==> src/rtl/traffic_pkg.sv <==
// Shared lamp codes, guard states and direction encodings for the intersection
// controller and its lamp guard.
package traffic_pkg;

  localparam logic [2:0] LAMP_G   = 3'b001;
  localparam logic [2:0] LAMP_Y   = 3'b010;
  localparam logic [2:0] LAMP_R   = 3'b100;
  localparam logic [2:0] LAMP_OFF = 3'b000;

  typedef enum logic [1:0] {
    STARTUP = 2'd0,
    RUN     = 2'd1,
    CLEAR   = 2'd2,
    FAULT   = 2'd3
  } guard_state_t;

  typedef enum logic [1:0] {
    NONE = 2'd0,
    NS   = 2'd1,
    EW   = 2'd2
  } dir_t;

  function automatic logic is_lamp_code(input logic [2:0] v);
    return (v == LAMP_G) || (v == LAMP_Y) || (v == LAMP_R);
  endfunction

endpackage

==> src/rtl/traffic_req_check.sv <==
// Combinational legality check and green-direction decode of the two lamp
// requests coming from the phase controller.
module traffic_req_check
  import traffic_pkg::*;
(
  input  logic [2:0] ns_req,
  input  logic [2:0] ew_req,
  output logic       legal_c,
  output logic       ns_green_c,
  output logic       ew_green_c
);

  // Legal means both one-hot and at least one direction showing red.
  always_comb begin
    ns_green_c = (ns_req == LAMP_G);
    ew_green_c = (ew_req == LAMP_G);
    legal_c    = is_lamp_code(ns_req) && is_lamp_code(ew_req) &&
                 ((ns_req == LAMP_R) || (ew_req == LAMP_R));
  end

endmodule

==> src/rtl/traffic_lamp_guard.sv <==
// Lamp guard: start-up all-red, all-red clearance on direction change, and a
// latched flashing-yellow fault mode for filtered illegal requests.
module traffic_lamp_guard
  import traffic_pkg::*;
#(
  parameter int unsigned STARTUP_CYC = 100,
  parameter int unsigned CLR_CYC     = 200,
  parameter int unsigned FAULT_FILT  = 4,
  parameter int unsigned FLASH_HALF  = 500,
  parameter int unsigned CNT_W       = 16
) (
  input  logic       clk,
  input  logic       rst,
  input  logic [2:0] ns_req,
  input  logic [2:0] ew_req,
  output logic [2:0] ns_lamp,
  output logic [2:0] ew_lamp,
  output logic       clearing,
  output logic       fault
);

  localparam int unsigned FILT_W = $clog2(FAULT_FILT + 1);

  guard_state_t      state;
  dir_t              last_green;
  logic [CNT_W-1:0]  cnt;
  logic [FILT_W-1:0] filt;

  logic legal_c;
  logic ns_green_c;
  logic ew_green_c;
  dir_t req_dir_c;
  logic filt_full_c;

  traffic_req_check u_req_check (
    .ns_req     (ns_req),
    .ew_req     (ew_req),
    .legal_c    (legal_c),
    .ns_green_c (ns_green_c),
    .ew_green_c (ew_green_c)
  );

  always_comb begin
    req_dir_c = NONE;
    if (ns_green_c)      req_dir_c = NS;
    else if (ew_green_c) req_dir_c = EW;
    filt_full_c = (filt == FILT_W'(FAULT_FILT));
  end

  always_ff @(posedge clk) begin
    if (rst) begin
      state      <= STARTUP;
      last_green <= NONE;
      cnt        <= '0;
      filt       <= '0;
      ns_lamp    <= LAMP_R;
      ew_lamp    <= LAMP_R;
      clearing   <= 1'b0;
      fault      <= 1'b0;
    end else if (filt_full_c) begin
      // Only reachable from RUN/CLEAR; the filter is cleared on every other path.
      state    <= FAULT;
      cnt      <= '0;
      filt     <= '0;
      ns_lamp  <= LAMP_Y;
      ew_lamp  <= LAMP_Y;
      clearing <= 1'b0;
      fault    <= 1'b1;
    end else begin
      case (state)
        STARTUP: begin
          if (cnt == CNT_W'(STARTUP_CYC - 1)) begin
            state <= RUN;
            cnt   <= '0;
          end else begin
            cnt <= cnt + CNT_W'(1);
          end
        end
        RUN: begin
          if (!legal_c) begin
            filt <= filt + FILT_W'(1);
          end else begin
            filt <= '0;
            if ((req_dir_c != NONE) && (last_green != NONE) && (req_dir_c != last_green)) begin
              state    <= CLEAR;
              cnt      <= '0;
              ns_lamp  <= LAMP_R;
              ew_lamp  <= LAMP_R;
              clearing <= 1'b1;
            end else begin
              ns_lamp <= ns_req;
              ew_lamp <= ew_req;
              if (req_dir_c != NONE) last_green <= req_dir_c;
            end
          end
        end
        CLEAR: begin
          filt <= legal_c ? '0 : filt + FILT_W'(1);
          if (cnt == CNT_W'(CLR_CYC - 1)) begin
            state    <= RUN;
            cnt      <= '0;
            clearing <= 1'b0;
            if (legal_c) begin
              ns_lamp <= ns_req;
              ew_lamp <= ew_req;
              if (req_dir_c != NONE) last_green <= req_dir_c;
            end
          end else begin
            cnt <= cnt + CNT_W'(1);
          end
        end
        FAULT: begin
          if (cnt == CNT_W'(FLASH_HALF - 1)) begin
            cnt     <= '0;
            ns_lamp <= (ns_lamp == LAMP_Y) ? LAMP_OFF : LAMP_Y;
            ew_lamp <= (ew_lamp == LAMP_Y) ? LAMP_OFF : LAMP_Y;
          end else begin
            cnt <= cnt + CNT_W'(1);
          end
        end
        default: state <= STARTUP;
      endcase
    end
  end

endmodule

==> config.mk <==
export PLATFORM = sky130hd
export DESIGN_NAME = traffic_lamp_guard
export DESIGN_NICKNAME = d
export VERILOG_FILES = /design/src/rtl/traffic_pkg.sv /design/src/rtl/traffic_req_check.sv /design/src/rtl/traffic_lamp_guard.sv
export SDC_FILE = /design/constraint.sdc
export NUM_CORES = 1
export LEC_CHECK = 0
export CAP_MARGIN = 15
export CORE_MARGIN = 2
export CORE_UTILIZATION = 29
export DETAILED_ROUTE_END_ITERATION = 8
export GPL_TIMING_DRIVEN = 0
export PLACE_DENSITY = 0.5
export SETUP_SLACK_MARGIN = 0.2
export SLEW_MARGIN = 20
export SYNTH_ARGS = -nofsm -noshare
export SYNTH_HDL_FRONTEND = slang
export SYNTH_SLANG_ARGS = --single-unit
export TNS_END_PERCENT = 100
==> constraint.sdc <==
create_clock -name clk -period 2.2 [get_ports clk]
set_input_delay 0.22 -clock clk [delete_from_list [all_inputs] [get_ports clk]]
set_output_delay 0.22 -clock clk [all_outputs]
set_load 0.02 [all_outputs]
### Yosys cells after proc, flatten, opt, wreduce, memory -nomap -nowiden

Index checks and enable logic that the tools add are counted.

| operators by class | value |
|---|---|
| bitwise operators | 1 |
| equality and inequality tests | 28 |
| multiplexer cells | 41 |
| add/sub/neg operators | 2 |
| reductions and logical operators | 24 |

Operators with widths:

| operator | count |
|---|---|
| $mux W16 | 5 |
| $pmux W16 S4 | 1 |
| $mux W3 | 13 |
| $mux W2 | 14 |
| $ne A3 B3 Y1 const B | 6 |
| $pmux W3 S3 | 2 |
| $add A16 B1 Y16 const B | 1 |
| $eq A16 B7 Y1 const B | 1 |
| $eq A16 B8 Y1 const B | 1 |
| $eq A16 B9 Y1 const B | 1 |
| $reduce_and A5 Y1 | 3 |
| $eq A3 B2 Y1 const B | 4 |
| $ne A2 B2 Y1 const B | 6 |
| $eq A3 B3 Y1 const B | 3 |
| $reduce_bool A4 Y1 | 2 |
| $eq A3 B1 Y1 const B | 2 |
| $pmux W2 S3 | 1 |
| $reduce_and A6 Y1 | 1 |
| $reduce_bool A2 Y1 | 3 |
| $logic_or A1 B1 Y1 | 5 |
| $eq A2 B2 Y1 const B | 2 |
| $logic_and A1 B1 Y1 | 4 |
| $pmux W2 S2 | 1 |
| $reduce_and A4 Y1 | 1 |
| other kinds (10) | 13 |

| storage, ports and cells | value |
|---|---|
| word-level logic and storage cells | 106 |
| output and inout bits | 8 |
| flip-flop bits (word level) | 31 |
| input bits | 8 |

### Depth between registers and ports, before layout

| logic depth | value |
|---|---|
| word-level depth | 10 |
| gate-level depth with buffers | 9 |
| mapped depth without buffers | 8 |

### Modules after synthesis

Synthesis repeated with hierarchy kept, for this count alone.

| unflattened totals | value |
|---|---|
| cells, all modules | 228 |
| area total of the unflattened synthesis | 1863.0 um2 |

Modules (own cells, without submodules):

| module | seq. area each (um2) | instances | area each (um2) | cells an instance |
|---|---|---|---|---|
| traffic_lamp_guard | 620.6 | 1 | 1774.2 | 217 |
| traffic_req_check | 0.0 | 1 | 88.8 | 11 |

### Worst setup path before layout

Ideal clock, no wire load.

| path | value |
|---|---|
| path type | flip-flop to flip-flop |
| start point | register cnt[12] |
| end point | register cnt[9] |
| library setup time | 0.115 ns |
| period minus slack after synthesis | 2.306 ns |
| data arrival time | 2.191 ns |
| cell stages (with the launch flop) | 8 |
| slack | -0.106 ns |
| required time | 2.085 ns |
| buffers on the path | 1 |
| cells stage by stage | dfxtp_1 or4_4 or4_4 a211oi_2 nor2_1 o21ai_4 buf_6 nor2_2 |

| on the way | value |
|---|---|
| cells in the longest elaborated chain, start to end | 3 |
| elaborated cells on any way between the ends | 7 |
| those cells by class | eq/ne: 3; mux: 4 |

RTL lines:

| element | line | source |
|---|---|---|
| from (decl) | traffic_lamp_guard.sv:26 | `logic [CNT_W-1:0] cnt;` |
| from (signal assigned) | traffic_lamp_guard.sv:76 | `cnt <= cnt + CNT_W'(1);` |
| from (signal assigned) | traffic_lamp_guard.sv:109 | `cnt <= cnt + CNT_W'(1);` |
| from (signal assigned) | traffic_lamp_guard.sv:118 | `cnt <= cnt + CNT_W'(1);` |
| $eq A16 B9 Y1, or another cell as far along | traffic_lamp_guard.sv:113 | `if (cnt == CNT_W'(FLASH_HALF - 1)) begin` |
| $mux W16 (on tied branches) | traffic_lamp_guard.sv:113, traffic_lamp_guard.sv:72, traffic_lamp_guard.sv:99 |  |
| $pmux W16 S4 (*) | traffic_lamp_guard.sv:70 | `case (state)` |

Mark *: on every way between the ends. The rest lies on a longest branch, timed or not.
A chain may end at the register's enable or synchronous reset.

### Final worst setup path

| path | value |
|---|---|
| start point | register cnt[3] |
| end point | register cnt[11] |

| on the way | value |
|---|---|
| cells in the longest elaborated chain, start to end | 3 |
| elaborated cells on any way between the ends | 8 |
| those cells by class | add/sub: 1; eq/ne: 3; mux: 4 |

RTL lines:

| element | line |
|---|---|
| $add A16 B1 Y16, or another cell as far along | traffic_lamp_guard.sv:76, traffic_lamp_guard.sv:109, traffic_lamp_guard.sv:118 |
| $mux W16 (on tied branches) | traffic_lamp_guard.sv:113, traffic_lamp_guard.sv:72, traffic_lamp_guard.sv:99 |
| $pmux W16 S4 (*) | traffic_lamp_guard.sv:70 |

Marked as above.

==> flow_summary.yaml <==
sta:
  rsz0062_at_grt: "true"
  relSlewSlack: 0.551
  fin_crit_ns: 2.42
  skew_ns: 0.0103
  fmax_mhz: 414
  tightest_slew_ns: 0.671
  holdWs_ns: 0.162
  fin_crit_sh: 1.10
  report.final.setup_viol: 22
  fin_ws_ns: -0.215
  hold_viol: 0
  slew_viol_final: 0
synth:
  synth_edf_count: 0
  synth_flop_cell: "dfxtp_1"
  ys_async_sr_fraction: 0
  synth-seq-cells: 31
  syn_inst: 213
  ys_warn_count: 0
  syn_avg_cell_area_um2: 8.99
  synth_area_leader_cell: "dfxtp_1"
  yosysSeqAreaShare: 0.324
  synth_area_leaders: "dfxtp_1 (32%), xnor2_1 (7.3%), ha_1 (4.6%), nor2_1 (4.5%), a211oi_1 (3.9%)"
  syn-cell-area_um2: 1910
  netlist.area_leader.share: 0.324
  ys_types: 59
  synthesis.nets: 228
floorplan:
  die_y_um: 85.2
  start_util: 0.301
  coreArea_um2: 6350
  die_area_um2: 7270
  rows: 29
  die_x_um: 85.2
  io-pin-count: 16
final_layout:
  antenna_cells: 0
  area_delta_synth_final_pct: 34.2
  num-nets-final: 266
  drive_gt1_frac: 0.294
placed_design:
  hpwl_mm: 3.18
  dp_slack_ns: -0.729
  place_congestion: 0.758
  io_buffers: 14
min_path:
  holdCritPathClass: "in2reg"
cts:
  cts.reportedPaths.clkPinSlew_ns: 0.07
  cts_sinks: 31
  cts_inserted_buffers: 5
  cts_root_buf: "clkbuf_8"
  insertion_delay_ns: 0.29
  cts_max_level: 2
  cts_tree: "built"
  cts.path.max_buffers: 2
worst_setup_path:
  endpoint_kind: "register"
  arrival_ns: 2.59
  crit_fanout: 5
  required_ns: 2.38
  worstSetupPathType: "reg2reg"
  cp-start-kind: "register"
global_routing:
  grt_pass1_vias: 1667
  overflow: 0
  grt_max_degree: 11
  grt_pass1_wl_mm: 8.47
  grt.total_usage: 0.146
  antenna_found_initial: 0
power_and_ir_drop:
  powerDensity_nw_per_um2: 426
  max-vdd-ir-drop_uv: 175
  leakagePower_uw: 0.000855
run_status:
  run_status: "complete, but fails checks"
  violations: "setup timing"
routing:
  vias_per_cell: 5.13
  first_iter_violations: 90
  first_pass_iters: 4
  drt-wirelength-per-cell_um: 15.0
  drc: 0
  wl_mm: 4.95
  ant_nets: 0
  vias: 1688
run:
  drv_cap: 0
Yosys cell counts, drive strengths merged, types with 3 or more instances:
master	count
nand3	8
dfxtp	31
nor3	4
nor4bb	3
mux2i	6
o211a	3
ha	7
a211o	3
xnor2	16
o21ai	4
a21oi	6
a211oi	11
or4	3
inv	10
clkbuf	5
nand4	3
or3	3
nor2	33
nand2	15
critical path: stages (launching register included):
cell and delay, ns:
dfxtp_2 0.32, or4_4 0.55, or4_4 0.57, a211oi_4 0.31
nor2_4 0.07, o21ai_4 0.24, clkbuf_16 0.20, nor2_2 0.04
metrics by stage:
stage,cells,instance area [um^2],power [uW],setup TNS (ns),util
after floorplan,213,1930,624,-0.540,-
after global placement,304,2170,654,-12.40,0.342
after detailed placement,304,2170,653,-12.59,0.342
after CTS,328,2520,1100,-3.18,0.397
after global routing,329,2570,1150,-5.57,0.405
final,329,2570,1100,-3.94,0.405
sequential cells by signal, summed over array words and instances (netlist names):
signal      cells
filt            3
state           2
last_green      2
clearing        1
fault           1
cnt            16
ns_lamp         3
ew_lamp         3
final cells by class:
type,count,area [um^2]
repair buffers,31,294
clock inverters,1,5.00
flip-flops and latches,31,628
well taps,77,96.3
multi-input cells,163,1340
clock buffers,7,76.3
plain buffers,9,95.1
fillers,625,3780
inverters,10,37.5
kinds of logic after synthesis:
group | after synthesis | share of synthesized area
muxes | 8 | 0.0431
AOI/OAI and AO/OA | 42 | 0.178
buffers and inverters | 19 | 0.0621
adders and majority gates | 7 | 0.0457
DFF | 31 | 0.324
xor gates and xnor gates | 17 | 0.0778
and+or+nand+nor | 89 | 0.269
worst paths after layout:
kind | slack [ns] | from | cells after the start | to
max | -0.22 | cnt[3]$_SDFFE_PP0P_ | 7 | cnt[11]$_SDFFE_PP0P_
min | 0.16 | rst | 2 | ns_lamp[1]$_SDFFE_PP0P_
max reg2reg | -0.22 | cnt[3]$_SDFFE_PP0P_ | 7 | cnt[11]$_SDFFE_PP0P_
min reg2reg | 0.48 | ns_lamp[0]$_SDFFE_PP0P_ | 2 | ns_lamp[0]$_SDFFE_PP0P_
layout by cell type, fill, tap and decap left out, types with 5 or more instances in the layout:
cell type	netlist	routed
dfxtp_1	31	25
nor2_1	23	21
clkbuf_8	1	8
nor2_2	10	8
a211oi_1	10	10
nand3_1	8	8
a21oi_1	6	5
dfxtp_2	0	6
inv_1	10	8
nand2_1	15	14
clkbuf_1	4	5
ha_1	7	6
xnor2_1	16	16
mux2i_1	6	6
buf_4	0	13
clkdlybuf4s50_1	0	10
power by group:
| group | leakage, uW | total, uW | switching (uW) | internal (uW) |
|---|---|---|---|---|
| Sequential | 0.000253 | 572 | 6.33 | 566 |
| Clock | 0.0000422 | 441 | 219 | 222 |
| Combinational | 0.000560 | 81.9 | 43.4 | 38.5 |
what timing repair did:
item                                    CTS  global route
resized for setup                        41             5
gates cloned                              1             1
endpoints found under the setup margin   27            27
pin swaps                                15             6
hold buffers                              0             0
buffers inserted                         15             0
metal layers:
layer / up-vias / wire (um) / GRT usage
met2: 33 / 2280 / 0.224
met3: 7 / 150 / 0.0302
met1: 801 / 2450 / 0.201
met4: 0 / 70 / 0.0519
li1: 847 / - / -
met5: - / 0 / 0
Power figures use the tool's default switching activity.
